`src/rtl/uart_pkg.sv`:
```
// Shared definitions for the UART transmit engine: FSM encoding, divider width
// and the bit-period clamp helper.
package uart_pkg;

    localparam int DIV_W           = 32;
    localparam int DIV_MIN_DEFAULT = 2;

    typedef enum logic [2:0] {
        IDLE,
        START,
        DATA,
        PARITY,
        STOP
    } tx_state_t;

    // Bit periods below the floor would leave no room for the tx_done look-ahead.
    function automatic logic [DIV_W-1:0] clamp_div(input logic [DIV_W-1:0] div,
                                                   input logic [DIV_W-1:0] div_min);
        return (div < div_min) ? div_min : div;
    endfunction

endpackage

```
`src/rtl/uart_tx_engine_if.sv`:
```
// Write-side bus between the UART register block and the transmit engine:
// push strobe/data, overflow clear and the FIFO status fed back to the status register.
interface uart_tx_engine_if #(
    parameter int DEPTH = 16
);
    logic                     wr_en;
    logic [7:0]               wr_data;
    logic                     clr_ovf;
    logic                     full;
    logic                     empty;
    logic [$clog2(DEPTH):0]   level;
    logic                     overflow;

    modport master (
        output wr_en, wr_data, clr_ovf,
        input  full, empty, level, overflow
    );

    modport slave (
        input  wr_en, wr_data, clr_ovf,
        output full, empty, level, overflow
    );
endinterface

```
`src/rtl/uart_tx_fifo.sv`:
```
// Byte FIFO in front of the serialiser: distributed-RAM storage with a
// combinational head read, registered pointers and occupancy.
module uart_tx_fifo #(
    parameter int DEPTH = 16
) (
    input  logic                   clk,
    input  logic                   resetn,
    input  logic                   push,
    input  logic                   pop,
    input  logic [7:0]             wdata,
    output logic [7:0]             rdata,
    output logic                   full,
    output logic                   empty,
    output logic [$clog2(DEPTH):0] level
);

    localparam int               AW       = $clog2(DEPTH);
    localparam logic [AW-1:0]    PTR_ONE  = AW'(1);
    localparam logic [AW:0]      LVL_ONE  = (AW+1)'(1);
    localparam logic [AW:0]      FULL_LVL = (AW+1)'(DEPTH);

    logic [7:0]    mem [DEPTH];
    logic [AW-1:0] wr_ptr;
    logic [AW-1:0] rd_ptr;

    always_ff @(posedge clk) begin
        if (push) begin
            mem[wr_ptr] <= wdata;
        end
    end

    // DEPTH is a power of two, so the pointers wrap by plain overflow.
    always_ff @(posedge clk or negedge resetn) begin
        if (!resetn) begin
            wr_ptr <= '0;
            rd_ptr <= '0;
            level  <= '0;
        end else begin
            if (push) begin
                wr_ptr <= wr_ptr + PTR_ONE;
            end
            if (pop) begin
                rd_ptr <= rd_ptr + PTR_ONE;
            end
            case ({push, pop})
                2'b10:   level <= level + LVL_ONE;
                2'b01:   level <= level - LVL_ONE;
                default: level <= level;
            endcase
        end
    end

    assign rdata = mem[rd_ptr];
    assign full  = (level == FULL_LVL);
    assign empty = (level == '0);

endmodule

```
`src/rtl/uart_tx_engine.sv`:
```
// UART transmit engine: FIFO-buffered bytes serialised as 8N1/8N2 frames on uart_tx.
// Optional parity bit between data and stop is enabled by defining UART_TX_PARITY_EN.
module uart_tx_engine
    import uart_pkg::*;
#(
    parameter int DEPTH     = 16,
    parameter int STOP_BITS = 1,
    parameter int DIV_MIN   = DIV_MIN_DEFAULT
) (
    input  logic                 clk,
    input  logic                 resetn,
    input  logic [DIV_W-1:0]     clk_div,
    input  logic                 tx_en,
    input  logic                 parity_odd,
    uart_tx_engine_if.slave      bus,
    output logic                 busy,
    output logic                 tx_done,
    output logic                 uart_tx
);

    localparam logic             STOP_LAST = (STOP_BITS == 2);
    localparam logic [DIV_W-1:0] DIV_FLOOR = DIV_W'(DIV_MIN);
    localparam logic [DIV_W-1:0] DIV_ONE   = DIV_W'(1);

    tx_state_t              state;
    logic [DIV_W-1:0]       div_q;
    logic [DIV_W-1:0]       cnt;
    logic [DIV_W-1:0]       div_eff;
    logic [2:0]             bit_cnt;
    logic [7:0]             shifter;
    logic                   stop_idx;
    logic                   overflow_q;

    logic                   fifo_push;
    logic                   fifo_pop;
    logic [7:0]             fifo_rdata;
    logic                   fifo_full;
    logic                   fifo_empty;
    logic [$clog2(DEPTH):0] fifo_level;

    logic                   bit_end;
    logic                   last_stop;

`ifdef UART_TX_PARITY_EN
    logic                   par_q;
`else
    logic                   unused_parity_odd;
    assign unused_parity_odd = parity_odd;
`endif

    assign fifo_push = bus.wr_en && !fifo_full;
    assign div_eff   = clamp_div(clk_div, DIV_FLOOR);
    assign bit_end   = (cnt == '0);
    assign last_stop = (stop_idx == STOP_LAST);
    assign fifo_pop  = tx_en && !fifo_empty &&
                       ((state == IDLE) || ((state == STOP) && bit_end && last_stop));

    uart_tx_fifo #(
        .DEPTH (DEPTH)
    ) u_fifo (
        .clk    (clk),
        .resetn (resetn),
        .push   (fifo_push),
        .pop    (fifo_pop),
        .wdata  (bus.wr_data),
        .rdata  (fifo_rdata),
        .full   (fifo_full),
        .empty  (fifo_empty),
        .level  (fifo_level)
    );

    // A drop while full sets the flag even if clr_ovf is pulsed in the same cycle.
    always_ff @(posedge clk or negedge resetn) begin
        if (!resetn) begin
            overflow_q <= 1'b0;
        end else if (bus.wr_en && fifo_full) begin
            overflow_q <= 1'b1;
        end else if (bus.clr_ovf) begin
            overflow_q <= 1'b0;
        end
    end

    assign bus.full     = fifo_full;
    assign bus.empty    = fifo_empty;
    assign bus.level    = fifo_level;
    assign bus.overflow = overflow_q;

    always_ff @(posedge clk or negedge resetn) begin
        if (!resetn) begin
            state    <= IDLE;
            div_q    <= DIV_FLOOR;
            cnt      <= '0;
            bit_cnt  <= '0;
            shifter  <= '0;
            stop_idx <= 1'b0;
            busy     <= 1'b0;
            tx_done  <= 1'b0;
            uart_tx  <= 1'b1;
`ifdef UART_TX_PARITY_EN
            par_q    <= 1'b0;
`endif
        end else begin
            tx_done <= 1'b0;
            if (fifo_pop) begin
                // Frame start from IDLE or straight out of the final stop bit.
                state   <= START;
                uart_tx <= 1'b0;
                busy    <= 1'b1;
                shifter <= fifo_rdata;
                div_q   <= div_eff;
                cnt     <= div_eff - DIV_ONE;
`ifdef UART_TX_PARITY_EN
                par_q   <= (^fifo_rdata) ^ parity_odd;
`endif
            end else begin
                case (state)
                    IDLE: begin
                    end
                    START: begin
                        if (bit_end) begin
                            state   <= DATA;
                            uart_tx <= shifter[0];
                            shifter <= shifter >> 1;
                            bit_cnt <= '0;
                            cnt     <= div_q - DIV_ONE;
                        end else begin
                            cnt <= cnt - DIV_ONE;
                        end
                    end
                    DATA: begin
                        if (bit_end) begin
                            cnt <= div_q - DIV_ONE;
                            if (bit_cnt == 3'd7) begin
`ifdef UART_TX_PARITY_EN
                                state    <= PARITY;
                                uart_tx  <= par_q;
`else
                                state    <= STOP;
                                uart_tx  <= 1'b1;
                                stop_idx <= 1'b0;
`endif
                            end else begin
                                uart_tx <= shifter[0];
                                shifter <= shifter >> 1;
                                bit_cnt <= bit_cnt + 3'd1;
                            end
                        end else begin
                            cnt <= cnt - DIV_ONE;
                        end
                    end
`ifdef UART_TX_PARITY_EN
                    PARITY: begin
                        if (bit_end) begin
                            state    <= STOP;
                            uart_tx  <= 1'b1;
                            stop_idx <= 1'b0;
                            cnt      <= div_q - DIV_ONE;
                        end else begin
                            cnt <= cnt - DIV_ONE;
                        end
                    end
`endif
                    STOP: begin
                        // tx_done is raised one cycle early so it lands in the last stop cycle.
                        if (bit_end) begin
                            if (!last_stop) begin
                                stop_idx <= 1'b1;
                                cnt      <= div_q - DIV_ONE;
                            end else begin
                                state <= IDLE;
                                busy  <= 1'b0;
                            end
                        end else begin
                            cnt <= cnt - DIV_ONE;
                            if (last_stop && (cnt == DIV_ONE)) begin
                                tx_done <= 1'b1;
                            end
                        end
                    end
                    default: begin
                        state   <= IDLE;
                        busy    <= 1'b0;
                        uart_tx <= 1'b1;
                    end
                endcase
            end
        end
    end

endmodule

```
`src/flat_wrapper.sv`:
```
// flat-port wrapper written by rule: the top's interface ports become plain ports
module uart_tx_engine_flat import uart_pkg::*;
#(
    parameter int DEPTH     = 16,
    parameter int STOP_BITS = 1,
    parameter int DIV_MIN   = DIV_MIN_DEFAULT
)
  (clk, resetn, clk_div, tx_en, parity_odd, busy, tx_done, uart_tx, bus_wr_en, bus_wr_data, bus_clr_ovf, bus_full, bus_empty, bus_level, bus_overflow);
  uart_tx_engine_if #(.DEPTH(DEPTH)) bus_i ();
  input  logic clk;
  input  logic resetn;
  input  logic [DIV_W-1:0] clk_div;
  input  logic tx_en;
  input  logic parity_odd;
  output logic busy;
  output logic tx_done;
  output logic uart_tx;
  input wire logic [$bits(bus_i.wr_en)-1:0] bus_wr_en;
  input wire logic [$bits(bus_i.wr_data)-1:0] bus_wr_data;
  input wire logic [$bits(bus_i.clr_ovf)-1:0] bus_clr_ovf;
  output wire logic [$bits(bus_i.full)-1:0] bus_full;
  output wire logic [$bits(bus_i.empty)-1:0] bus_empty;
  output wire logic [$bits(bus_i.level)-1:0] bus_level;
  output wire logic [$bits(bus_i.overflow)-1:0] bus_overflow;
  assign bus_i.wr_en = bus_wr_en;
  assign bus_i.wr_data = bus_wr_data;
  assign bus_i.clr_ovf = bus_clr_ovf;
  assign bus_full = bus_i.full;
  assign bus_empty = bus_i.empty;
  assign bus_level = bus_i.level;
  assign bus_overflow = bus_i.overflow;
  uart_tx_engine #(.DEPTH(DEPTH), .STOP_BITS(STOP_BITS), .DIV_MIN(DIV_MIN)) u_core (.clk(clk), .resetn(resetn), .clk_div(clk_div), .tx_en(tx_en), .parity_odd(parity_odd), .bus(bus_i), .busy(busy), .tx_done(tx_done), .uart_tx(uart_tx));
endmodule
```
`config.mk`:
```
export PLATFORM = sky130hd
export DESIGN_NAME = uart_tx_engine_flat
export DESIGN_NICKNAME = d
export VERILOG_FILES = /design/src/rtl/uart_pkg.sv /design/src/rtl/uart_tx_engine_if.sv /design/src/rtl/uart_tx_fifo.sv /design/src/rtl/uart_tx_engine.sv /design/src/flat_wrapper.sv
export SDC_FILE = /design/constraint.sdc
export NUM_CORES = 1
export LEC_CHECK = 0
export CELL_PAD_IN_SITES_DETAIL_PLACEMENT = 1
export CELL_PAD_IN_SITES_GLOBAL_PLACEMENT = 2
export CORE_ASPECT_RATIO = 1.1
export CORE_UTILIZATION = 42
export DETAILED_ROUTE_END_ITERATION = 8
export GPL_TIMING_DRIVEN = 0
export PLACE_DENSITY = 0.89
export SETUP_SLACK_MARGIN = 0.5
export SYNTH_ARGS = -nofsm -noshare
export SYNTH_HDL_FRONTEND = slang
export SYNTH_SLANG_ARGS = --single-unit
```
`constraint.sdc`:
```
create_clock -name clk -period 5.03 [get_ports clk]
set_input_delay 0.503 -clock clk [delete_from_list [all_inputs] [get_ports clk]]
set_output_delay 0.503 -clock clk [all_outputs]
set_load 0.005 [all_outputs]
```
# [Word level (Yosys, flattened, before mapping)]
# Memory sizes are Yosys's and may differ from the RTL's.
# Cells that the tools add are included.
# Widths: inputs -> output; s select.
[classes] n_mux=45 n_addsub=8 eq_ne=23 bitwise=2 order_cmp=1 reduce_logical=29 div=0 shift=0 n_mul=0
[ops] op="$mux 32" n=5
[ops] op="$sub 32x1->32 const B" n=3
[ops] op="$pmux 32 s2" n=1
[ops] op="$eq 32x1->1 const B" n=1
[ops] op="$logic_not 32->1" n=1
[ops] op="$lt 32x2->1 const B" n=1
[ops] op="$mux 8" n=4
[ops] op="$mux 3" n=9
[ops] op="$mux 1" n=19
[ops] op="$pmux 8 s2" n=1
[ops] op="$ne 2x1->1 const B" n=6
[ops] op="$ne 3x2->1 const B" n=4
[ops] op="$pmux 3 s4" n=1
[ops] op="$pmux 5 s2" n=1
[ops] op="$reduce_and 5->1" n=2
[ops] op="$add 4x1->4 const B" n=2
[ops] op="$reduce_bool 2->1" n=4
[ops] op="$logic_and 1x1->1" n=7
[ops] op="$eq 3x3->1 const B" n=2
[ops] op="$ne 3x3->1 const B" n=2
[ops] op="$pmux 3 s2" n=1
[ops] op="$reduce_and 3->1" n=2
[ops] op="$reduce_and 6->1" n=1
[ops] op="$reduce_bool 3->1" n=2
[ops] op="21 further kinds" n=26
[word_totals] word_cells=122 in_bits=46 reg_bits=96 rom_bits=0 output_inout_bits=11 latchBits=0 ramBits=128 n_memories=1
[mem_list] memory="u_core.u_fifo.mem" depth=16 width=8 rd=1 rd_ports_with_merged_regs=0 wr=1 line="uart_tx_fifo.sv:22" rtl="logic [7:0] mem [DEPTH];"

# [Logic depth before layout (Yosys ltp)]
[logic_depth] word_depth=7 ltp_mapped=18 ltp_nobuf=16

# [Hierarchy]
# A second synthesis with hierarchy kept.
[unflattened] hier_cells=1006 area_unflattened_um2=11608.6
[modules_own_cells] mod="uart_tx_engine" seq_area_each_um2=2054.5 cells_each=705 instances=1 area_per_inst_um2=5810.6
[modules_own_cells] mod="uart_tx_fifo" seq_area_each_um2=4169.0 cells_each=301 instances=1 area_per_inst_um2=5798.1

# [Worst setup path after synthesis]
# OpenSTA, ideal clock, no wires.
[synth_timing] kind="reg-to-reg" startpoint="register u_core.cnt[23]" endpoint="register u_core.u_fifo.level[4]" n_path_buf=3 period_less_slack_ns=3.946 setup_ns=0.126 path_stages_with_launch=18 t_required_ns=4.904 arrival_ns=3.820 slack_ns=1.084 path_cell_list="dfrtp_1 -> or4_4 -> or4_4 -> buf_6 -> o31ai_1 -> nand2_1 -> clkinv_1 -> buf_2 -> buf_2 -> ha_1 -> inv_1 -> fa_1 -> inv_1 -> a21o_1 -> a21oi_1 -> xnor2_1 -> nor2_1 -> xor2_1"
[synth_via] elab_chain_len=7 elab_cells_between_ends=9 cone_classes="2 x eq/ne; 1 x mux; 6 x reduce/logical"
[synth_rtl] element="start: declaration" line="uart_tx_engine.sv:27" rtl="logic [DIV_W-1:0] cnt;"
[synth_rtl] element="start signal: assignment" line="uart_tx_engine.sv:111" rtl="cnt <= div_eff - DIV_ONE;"
[synth_rtl] element="start signal: assignment" line="uart_tx_engine.sv:125" rtl="cnt <= div_q - DIV_ONE;"
[synth_rtl] element="start signal: assignment" line="uart_tx_engine.sv:127" rtl="cnt <= cnt - DIV_ONE;"
[synth_rtl] element="$logic_not 32->1 (*)" line="uart_tx_engine.sv:53" rtl="assign bit_end = (cnt == '0);"
[synth_rtl] element="$logic_and 1x1->1 (*) (2 in a row)" line="uart_tx_engine.sv:56" rtl="((state == IDLE) || ((state == STOP) && bit_end && last_stop));"
[synth_rtl] element="$logic_or 1x1->1 (*)" line="uart_tx_engine.sv:56"
[synth_rtl] element="$logic_and 1x1->1 (*)" line="uart_tx_engine.sv:55" rtl="assign fifo_pop = tx_en && !fifo_empty &&"
[synth_rtl] element="via u_core.fifo_pop" line="uart_tx_engine.sv:35" rtl="logic fifo_pop;"
[synth_rtl] element="$eq 2x1->1 / $eq 2x2->1 (equally long branches)" line="uart_tx_fifo.sv:45" rtl="case ({push, pop})"
[synth_rtl] element="$pmux 5 s2 / $reduce_bool 2->1 (equally long branches)"
[synth_rtl] element="end signal: assignment" line="uart_tx_fifo.sv:46" rtl="2'b10: level <= level + LVL_ONE;"
[synth_rtl] element="end signal: assignment" line="uart_tx_fifo.sv:47" rtl="2'b01: level <= level - LVL_ONE;"
[synth_rtl] element="end signal: assignment" line="uart_tx_fifo.sv:48" rtl="default: level <= level;"
[synth_rtl] element="end: declaration" line="uart_tx_fifo.sv:14" rtl="output logic [$clog2(DEPTH):0] level"
# The timed path passes the listed nets; every way through them passes the cells marked *.
# A chain may end at the register's enable or synchronous reset.

# [Worst setup path after layout]
[layout_timing] startpoint="input port clk_div[7]" endpoint="register u_core.cnt[30]"
[layout_via] elab_chain_len=4
[layout_rtl] element="start: declaration" line="flat_wrapper.sv:12" rtl="input logic [DIV_W-1:0] clk_div;"
[layout_rtl] element="$lt 32x2->1" line="uart_pkg.sv:19" rtl="return (div < div_min) ? div_min : div;"
[layout_rtl] element="$mux 32 (*)" line="uart_pkg.sv:19"
[layout_rtl] element="$sub 32x1->32 (*)" line="uart_tx_engine.sv:111"
[layout_rtl] element="$mux 32 (*)" line="uart_tx_engine.sv:104" rtl="if (fifo_pop) begin"
# Every way passes the cells marked *; elsewhere a longest branch is shown, timed or not.

==> flow_summary_export.csv <==
group,metric,value,unit
power_and_ir_drop,ir_drop,0.351,mV
power_and_ir_drop,powerDensity,518,mW/mm²
sta,rsz0062_at_grt,"no",
drt,viasPerCell,5.95,
cts,cts_hold_buf,0,
worst_setup_path,cp-end-kind,"flop",
synthesis,synth-xor-area-share,0.0488,
outcome,outcome,"completed",
synthesis,synth_common_cells,"nand2_1 (147), edfxtp_1 (128), dfrtp_1 (93)",
sta,clock.fmax,227,MHz
sta,finalCritPeriodShare,0.874,
layout,fin_cells,1431,
layout,drive_above_1_share,0.121,
drt,wl_per_cell,24.3,µm
hold_path,hp-class,"in2async",
global_route,grt_remaining_overflow,0,
sta,fin_worst_skew,15.5,ps
drt,drt-initial-drc-count,485,
floorplanning,fp-row-count,62,
cts,cts.root.buffer_cell,"clkbuf_16",
worst_setup_path,critPathKind,"in2reg",
cts,cts-htree-levels,1,
cts,clock_latency,560,ps
global_route,grt_max_degree,49,
sta,max_slew_margin,0.0353,
sta,finalHoldViolations,0,
placement,routabilityCongestion,0.871,
synthesis,synth_area_leaders,"edfxtp_1 (34%), dfrtp_1 (21%), mux4_2 (8.0%)",
floorplanning,die_x,159,µm
cts,cts_tree,"built",
synthesis,yosys.area.top_type,"edfxtp_1",
synthesis,syn_inst,971,
synthesis,seq_area_frac_synth,0.550,
power_and_ir_drop,p_total,6.85,mW
synthesis,synthSimpleGateAreaFrac,0.170,
synthesis,synth.net_count,1033,
cts,cts_buffer_depth,3,
placement,place_inst,1381,
synthesis,yosysWarnings,0,
synthesis,synth.distinct_cells,68,
global_route,grt_pass1_wl,53.8,mm
drt,ant_nets,0,
floorplanning,die_y,174,µm
floorplanning,core_area,0.0263,mm²
floorplanning,initial_core_util,0.430,
placement,dpl.hpwl,24.5,mm
sta,tightest_slew,1430,ps
drt,vias,8521,
synthesis,synth_top_area_share,0.340,
global_route,grt_pass1_vias,9067,
worst_setup_path,arrival,4820,ps
synthesis,synthFlopType,"edfxtp_1",
power_and_ir_drop,p_leak,4.65,nW
synthesis,synthMuxAreaShare,0.0909,
sta,min_period,4400,ps
global_route,antenna_found_initial,1,
sta,setup_viol,0,
layout,diodes,0,
synthesis,yosysMostFrequentCell,"nand2_1",
layout,fin_nets,1121,
synthesis,synth_edf_count,128,
floorplanning,ioPinCount,57,
cts,cts_sinks,223,
worst_setup_path,rrSetupSlack,790,ps
drt,first_pass_iters,4,
layout,area_growth,16.8,%
synthesis,async_flop_share,0.426,
synthesis,synthAdderAreaFrac,0.0184,
worst_setup_path,crit_fanout,10,
synthesis,synth-seq-cells,223,
global_route,grt_usage,0.262,
worst_setup_path,crit_required,5460,ps
floorplanning,dieArea,0.0276,mm²
synthesis,syn_area_per_cell,11.7,µm²
synthesis,synth_top_family_by_area,"simple AND/OR/NAND/NOR gates",
cts,cts.clk_slew.worst_paths,60,ps
synthesis,synth_area,0.0113,mm²
worst_setup_path,crit_path_start_kind,"primary input",
cts,cts_buffers,26,
layout,fillers,2705,
drt,wl,34.8,mm
flow_run,maxCapViolations,0,
drt,drcViolationCount,0,
placement,io_buffers,55,
synthesis,synth_compound_gate_area_share,0.0942,
sta,drv_slew,0,
[per-layer routing]
| metal | wire, µm | track usage | vias to the layer above |
|---|---|---|---|
| met3 | 1500 | 0.0327 | 90 |
| met2 | 17900 | 0.460 | 209 |
| met4 | 1340 | 0.0974 | 2 |
| met5 | 12 | 0 | - |
| met1 | 14100 | 0.325 | 4370 |
| li1 | - | - | 3850 |
[flip-flops by register name, summed over array words and instances, names as in the netlist]
| signal | cells |
|---|---|
| u_core.u_fifo.rd_ptr | 4 |
| u_core.div_q | 32 |
| u_core.u_fifo.level | 5 |
| u_core.bit_cnt | 3 |
| u_core.u_fifo.mem | 128 |
| u_core.cnt | 32 |
| u_core.state | 3 |
| u_core.shifter | 8 |
| u_core.busy | 1 |
| u_core.tx_done | 1 |
| u_core.uart_tx | 1 |
| u_core.u_fifo.wr_ptr | 4 |
| u_core.bus.overflow | 1 |
[placed cells by master, fill, tap and decap left out, types with 23 or more instances in the layout]
cell	instances
edfxtp_1	128
xor2_1	30
clkbuf_16	26
nor3_1	40
clkdlybuf4s50_1	54
xnor2_1	33
nor4_1	33
mux4_2	40
nand2_1	146
or4_1	23
o21ai_0	30
nor2_1	60
clkbuf_1	49
dfrtp_1	93
[final timing paths]
check,cells after the start,end,from
worst max-delay path,13,u_core.cnt[30],clk_div[7]
worst min-delay path,1,u_core.div_q[25],resetn
worst max register to register,17,u_core.u_fifo.level[4],u_core.cnt[23]
worst min register to register,2,u_core.bit_cnt[1],u_core.bit_cnt[1]
max in group asynchronous,2,u_core.uart_tx,resetn
min in group clk,2,u_core.bit_cnt[1],u_core.bit_cnt[1]
[critical path: stages]
cell,delay [ps]
clkdlybuf4s50_1,510
or4_1,640
nand2b_2,330
or4_4,650
o21ai_1,250
ha_1,290
nor2b_2,290
nand2_1,130
clkbuf_2,330
nor4_2,260
xnor2_1,250
nor2_1,70
a221o_1,290
[power by group]
| part | internal (mW) | switching (mW) | total, mW | leakage, nW |
|---|---|---|---|---|
| clock | 0.980 | 0.780 | 1.76 | 0.368 |
| combinational | 0.984 | 1.28 | 2.26 | 1.99 |
| sequential | 2.39 | 0.439 | 2.83 | 2.29 |
| total | 4.35 | 2.50 | 6.85 | 4.65 |
[per-stage QoR]
| stage | setup slack, ps | setup TNS [ps] | area (µm²) | hold WS, ps | utilization |
|---|---|---|---|---|---|
| global route | 450 | 0 | 13200 | 56.5 | 0.503 |
| CTS | 540 | 0 | 13200 | 24.1 | 0.501 |
| global placement | -835 | -64430 | 12300 | 454 | 0.468 |
| finish | 634 | 0 | 13200 | 9.02 | 0.503 |
| floorplan | 1080 | 0 | 11300 | 207 | - |
| detailed placement | -351 | -1560 | 12400 | 462 | 0.470 |
[kinds of logic after synthesis]
family / after synthesis
AND/OR/NAND/NOR: 389
flip-flops: 223
AO/OA/AOI/OAI: 151
buffers and inverters: 77
XOR/XNOR: 63
multiplexers: 52
adder cells (fa/ha/maj): 16
[timing repair]
| item | CTS | global route |
|---|---|---|
| setup endpoints to repair | 12 | 8 |
| gates resized for setup | 10 | 5 |
| buffers inserted | 0 | 1 |
[layout make-up]
class,instances,area (µm²),area share
tap,352,440,0.0333
sequential,223,6220,0.471
timing repair buffer,60,601,0.0454
buffer,56,240,0.0182
clock inverter,9,75.1,0.00568
clock buffer,39,709,0.0537
inverter,21,82.6,0.00625
multi-input combinational,671,4850,0.367
Power figures use the tool's default switching activity.
